`src/rtl/p_mul_pow2_seq.sv`:
```
// p_mul_pow2_seq: bit-serial rebuild of out = in*2^shamt + rem[shamt-1:0], optional saturation.
// Latency: 1 edge for shamt=0, shamt+1 edges otherwise (accept edge counted); one op in flight.
// Backpressure: in_ready only in IDLE; result held in DONE until out_ready.

package p_mul_pow2_seq_pkg;
  typedef enum logic [1:0] {DT_BOOL, DT_INT, DT_FXP, DT_FP} dtype_e;
  typedef struct packed {
    dtype_e     dtype;
    logic [7:0] prec;
    logic [7:0] frac;
  } dconf_t;
  localparam dconf_t DEF_DCONF = '{dtype: DT_INT, prec: 8'd8, frac: 8'd0};
endpackage

module p_mul_pow2_seq
  import p_mul_pow2_seq_pkg::*;
#(
  parameter int unsigned MAX_SHIFT = 8,
  localparam int unsigned SHW = $clog2(MAX_SHIFT + 1),
  parameter bit          SAT       = 1'b1,
  parameter dconf_t      I_CONF    = DEF_DCONF,
  parameter dconf_t      O_CONF    = DEF_DCONF
) (
  input  logic                   clk,
  input  logic                   reset_,
  input  logic                   in_valid,
  output logic                   in_ready,
  input  logic [I_CONF.prec-1:0] in,
  input  logic [MAX_SHIFT-1:0]   rem,
  input  logic [SHW-1:0]         shamt,
  output logic                   out_valid,
  input  logic                   out_ready,
  output logic [O_CONF.prec-1:0] out,
  output logic                   ovf
);

  localparam int P  = int'(O_CONF.prec);
  localparam int IP = int'(I_CONF.prec);
  localparam bit IS_BOOL = (I_CONF.dtype == DT_BOOL) || (O_CONF.dtype == DT_BOOL);
  localparam logic [SHW-1:0] SHMAX   = SHW'(MAX_SHIFT);
  localparam logic [P-1:0]   POS_MAX = {1'b0, {(P-1){1'b1}}};
  localparam logic [P-1:0]   NEG_MIN = {1'b1, {(P-1){1'b0}}};

  // Configurations this datapath cannot represent are rejected at elaboration.
  if (I_CONF.dtype == DT_FP || O_CONF.dtype == DT_FP) begin : g_fp_err
    $error("p_mul_pow2_seq: floating-point configurations are not supported");
  end
  if (P < 2) begin : g_prec_err
    $error("p_mul_pow2_seq: output precision must be at least 2");
  end
  if (IP > P) begin : g_width_err
    $error("p_mul_pow2_seq: input precision must not exceed output precision");
  end

  typedef enum logic [1:0] {S_IDLE, S_BUSY, S_DONE} state_e;

  state_e               state_q, state_d;
  logic [P-1:0]         acc_q, acc_d;
  logic [MAX_SHIFT-1:0] rsr_q, rsr_d;
  logic [SHW-1:0]       cnt_q, cnt_d;
  logic                 ov_q, ov_d;
  logic                 sgn_q, sgn_d;
  logic [P-1:0]         out_q, out_d;
  logic                 ovf_q, ovf_d;

  logic [SHW-1:0] shamt_eff;
  logic [P-1:0]   acc_init;
  logic [P-1:0]   acc_shl;
  logic           ov_step;

  // BOOL instances never shift; oversized shifts clamp to the register depth.
  assign shamt_eff = IS_BOOL ? '0 : ((shamt > SHMAX) ? SHMAX : shamt);
  assign acc_init  = P'($signed(in));
  // One step: append the next remainder bit (MSB-first) below the shifted accumulator.
  assign acc_shl   = {acc_q[P-2:0], rsr_q[MAX_SHIFT-1]};
  // A step overflows when the bit about to become the sign differs from the sign.
  assign ov_step   = ov_q | (acc_q[P-1] ^ acc_q[P-2]);

  // State register.
  always_ff @(posedge clk or negedge reset_) begin
    if (!reset_) state_q <= S_IDLE;
    else         state_q <= state_d;
  end

  // Next-state logic.
  always_comb begin
    state_d = state_q;
    unique case (state_q)
      S_IDLE:  if (in_valid) state_d = (shamt_eff != '0) ? S_BUSY : S_DONE;
      S_BUSY:  if (cnt_q == SHW'(1)) state_d = S_DONE;
      S_DONE:  if (out_ready) state_d = S_IDLE;
      default: state_d = S_IDLE;
    endcase
  end

  // Outputs decode registered state only; no input-to-output path.
  always_comb begin
    in_ready  = (state_q == S_IDLE);
    out_valid = (state_q == S_DONE);
    out       = out_q;
    ovf       = ovf_q;
  end

  // Datapath next-state: load on accept, shift while busy, register result on entering DONE.
  always_comb begin
    acc_d = acc_q;
    rsr_d = rsr_q;
    cnt_d = cnt_q;
    ov_d  = ov_q;
    sgn_d = sgn_q;
    out_d = out_q;
    ovf_d = ovf_q;
    unique case (state_q)
      S_IDLE: begin
        if (in_valid) begin
          acc_d = acc_init;
          cnt_d = shamt_eff;
          rsr_d = rem << (SHMAX - shamt_eff);
          ov_d  = 1'b0;
          sgn_d = in[IP-1];
          if (shamt_eff == '0) begin
            out_d = IS_BOOL ? '0 : acc_init;
            ovf_d = 1'b0;
          end
        end
      end
      S_BUSY: begin
        acc_d = acc_shl;
        rsr_d = rsr_q << 1;
        cnt_d = cnt_q - SHW'(1);
        ov_d  = ov_step;
        if (cnt_q == SHW'(1)) begin
          ovf_d = ov_step;
          out_d = (ov_step && SAT) ? (sgn_q ? NEG_MIN : POS_MAX) : acc_shl;
        end
      end
      default: ;
    endcase
  end

  // Datapath registers; reset aborts any transaction in flight.
  always_ff @(posedge clk or negedge reset_) begin
    if (!reset_) begin
      acc_q <= '0;
      rsr_q <= '0;
      cnt_q <= '0;
      ov_q  <= 1'b0;
      sgn_q <= 1'b0;
      out_q <= '0;
      ovf_q <= 1'b0;
    end else begin
      acc_q <= acc_d;
      rsr_q <= rsr_d;
      cnt_q <= cnt_d;
      ov_q  <= ov_d;
      sgn_q <= sgn_d;
      out_q <= out_d;
      ovf_q <= ovf_d;
    end
  end

endmodule

```
`config.mk`:
```
export PLATFORM = sky130hd
export DESIGN_NAME = p_mul_pow2_seq
export DESIGN_NICKNAME = d
export VERILOG_FILES = /design/src/rtl/p_mul_pow2_seq.sv
export SDC_FILE = /design/constraint.sdc
export NUM_CORES = 1
export LEC_CHECK = 0
export ABC_AREA = 1
export CAP_MARGIN = 20
export CORE_AREA = 8 8 73 75
export CTS_CLUSTER_SIZE = 28
export DETAILED_ROUTE_END_ITERATION = 7
export DIE_AREA = 0 0 81 83
export HOLD_SLACK_MARGIN = 0.05
export PLACE_DENSITY = 0.8
export SYNTH_ARGS = -nofsm -noshare
export SYNTH_HDL_FRONTEND = slang
export SYNTH_SLANG_ARGS = --single-unit
```
`constraint.sdc`:
```
create_clock -name clk -period 1.7 [get_ports clk]
set_input_delay 0.255 -clock clk [delete_from_list [all_inputs] [get_ports clk]]
set_output_delay 0.255 -clock clk [all_outputs]
set_load 0.005 [all_outputs]
```
==> metrics.txt <==
Detail Placement HPWL=3.46 mm; Worst VDD drop=0.761 mV; grt ovf=0; Core ar.=4200 sq um; Placed Cells=between 300 and 400; Net Count, Synth=266; top-area cell type share of the netlist area=42.2%; largest net degree at the start of global routing=34; GP Congestion=just under 0.9; multi-input combinational cell area=1030 sq um; max incr delay on CP=0.52 ns; post-DR vias/cell=5.17; EDFF count, synth=0; CTS buffer count=5; via count=1814; CP required=approximately 1.4 ns; Synth Flop Type=dfrtp_1; initial antenna violation count=0; slowest cell on the critical path=clkdlybuf4s50_1; headroom to the max-slew limit=72.7%; clk sink count=33; Final period util=between 90% and 100%; sequential area share after synthesis=42.2%; Ports=35; std cell rows=24; Max clock buf depth=2; Worst Hold Class=in -> async; fin crit period=approximately 1.6 ns; DR iter-0 viols=82; Die Y=83 microns; Area contributors post-synth=dfrtp_1, nand2_1, nand3_1; Root Buffer=clkbuf_8; initial core utilization=46.5%; CP endpoint kind=output port; Async SR Flop Fraction=100%; Arr. time, crit path=1.38 ns; Critical Path Start Type=register; Worst Setup Path Type=reg -> out; RSZ-0062 raised after global routing=false; diode count=0; Area growth, synth to finish=36.0%; residual DRC count=0; Pre-Repair DR Iteration Count=4; Ys Warns=0; final setup violation count=0; top-count cell post-synth=nand2_1; CP top delay family=buffers and inverters; Worst-Skew Late Latency=0.28 ns; LEAKAGE=0.00126 uW; Non-Filler Instances=between 300 and 400; library cells used by synthesis=31; run status=completed; H-tree depth=2; hold_buf cts=0; count of pins over their slew limit=0; crit-path max FO=4; Cell Area, Synth=1960 sq um; layout cells sized above 1=between 20 and 30%; first-pass GRT wire length=8.00 mm; Avg Cell Area, Syn=8.19 sq um; commonest cells in the netlist=nand2_1, dfrtp_1, nand3_1; crit path cell chain=nor2_4 > clkdlybuf4s50_1; vias in the first global route=1843; synthesized flop and latch total=33; final net count=326; Final ANT Viol Nets=0; routed wire length per instance=13.2 microns; worst slew pin tran=0.409 ns; GR Util All Layers=~15%; Synth area leader=dfrtp_1; Clock Skew=0.00416 ns; FF+latch area=826 sq um; CTS clk-pin slew, worst paths=0.06 ns; WL final=4.65 mm; post-synthesis cell count=between 200 and 250; Die W=81 microns; maxcap violations=0; CTS tree=done; FMAX=0.610 GHz; # port buffers=34; fillers=387; final core occ=63.3%; P per Cell Area=1660 nW/um^2; CP bufs+invs=1; die footprint=6720 sq um; final hold violation count=0
==> layout make-up <==
cell class	instances	share of cell area, %
Clock buffer	7	3.24
Inverter	28	4.28
Timing Repair Buffer	60	20.2
Tap cell	52	2.44
Sequential cell	33	31.0
Multi-Input combinational cell	171	38.8
==> kinds of logic after synthesis <==
kind of cell,synth area share (%)
xor gates and xnor gates,0.831
AOI/OAI and AO/OA,16.5
buffers and inverters,8.18
adders and majority gates,1.92
DFF,42.2
and+or+nand+nor,30.4
==> what timing repair did <==
| action | CTS | global route |
|---|---|---|
| gates cloned | 0 | 0 |
| pin swaps | 8 | 8 |
| buffers inserted | 3 | 1 |
| gates resized for setup | 9 | 9 |
| setup endpoints to repair | 18 | 15 |
==> power breakdown <==
part | total [uW] | switching [uW] | internal [uW]
combinational | 2460 | 1390 | 1070
sequential | 1360 | 195 | 1170
clock | 584 | 263 | 321
==> worst register-to-register path, stage by stage (launching register included) <==
cell     delay, ns
dfrtp_1       0.41
inv_2         0.07
nand2_2       0.13
inv_2         0.10
nor2_2        0.25
inv_2         0.13
or2_1         0.23
nand2_1       0.07
inv_1         0.04
==> path summary, 6_finish.rpt <==
path | from | endpoint | slack, ns | cells past startpoint
min in group clk | shamt[2] | state_q[0] | 0.48 | 6
worst min-delay path | reset_ | out[4] | 0.37 | 2
max in group asynchronous | reset_ | acc_q[7] | 1.03 | 2
worst min register to register | acc_q[0] | acc_q[0] | 0.48 | 2
worst max-delay path | state_q[0] | in_ready | 0.06 | 2
worst max register to register | state_q[1] | rsr_q[6] | 0.17 | 8
==> registers in the layout, indices dropped and copies added, names as in the netlist <==
name / cells
acc_q: 8
out: 8
rsr_q: 8
cnt_q: 4
state_q: 2
ov_q: 1
ovf: 1
sgn_q: 1
==> metrics by stage <==
stage	area [sq um]	hold WS, ns	TNS (ns)	setup WS, ns	total power [uW]
5_1_grt	2660	0.414	0	0.0103	4800
6_report	2660	0.371	0	0.0605	4410
4_1_cts	2630	0.386	0	0.0100	4410
2_1_floorplan	1980	-0.0406	-0.434	-0.0612	2940
3_5_place_dp	2490	0.470	-7.16	-0.466	3770
3_3_place_gp	2490	0.464	-6.42	-0.424	3690
==> layer usage <==
layer  part of all wire, %  GRT usage (%)  vias to the layer above
met3                   3.7           2.69                        5
li1                      -              -                      915
met1                    44           18.2                      867
met2                    51           24.2                       27
met4                   1.3           5.04                        0
met5                     0              0                        -
==> layout by cell type, fill, tap and decap left out, types with 2 or more instances in the layout <==
master	count
ha_1	2
a22oi_1	6
o31ai_1	2
o21ai_2	3
nand3_1	26
a21oi_2	8
nor2_4	2
dlymetal6s2s_1	2
nand2_2	6
nand3b_1	4
inv_1	17
dfrtp_1	33
o221ai_1	3
o211ai_1	3
clkdlybuf4s50_1	30
buf_4	25
nor2_2	2
nor2_8	2
a21oi_1	4
clkbuf_8	6
o21ai_0	11
nand2_4	5
inv_2	9
nand3_2	2
o21ai_1	10
nand2_1	51
nor2_1	13
(Power assumes the default switching activity.)
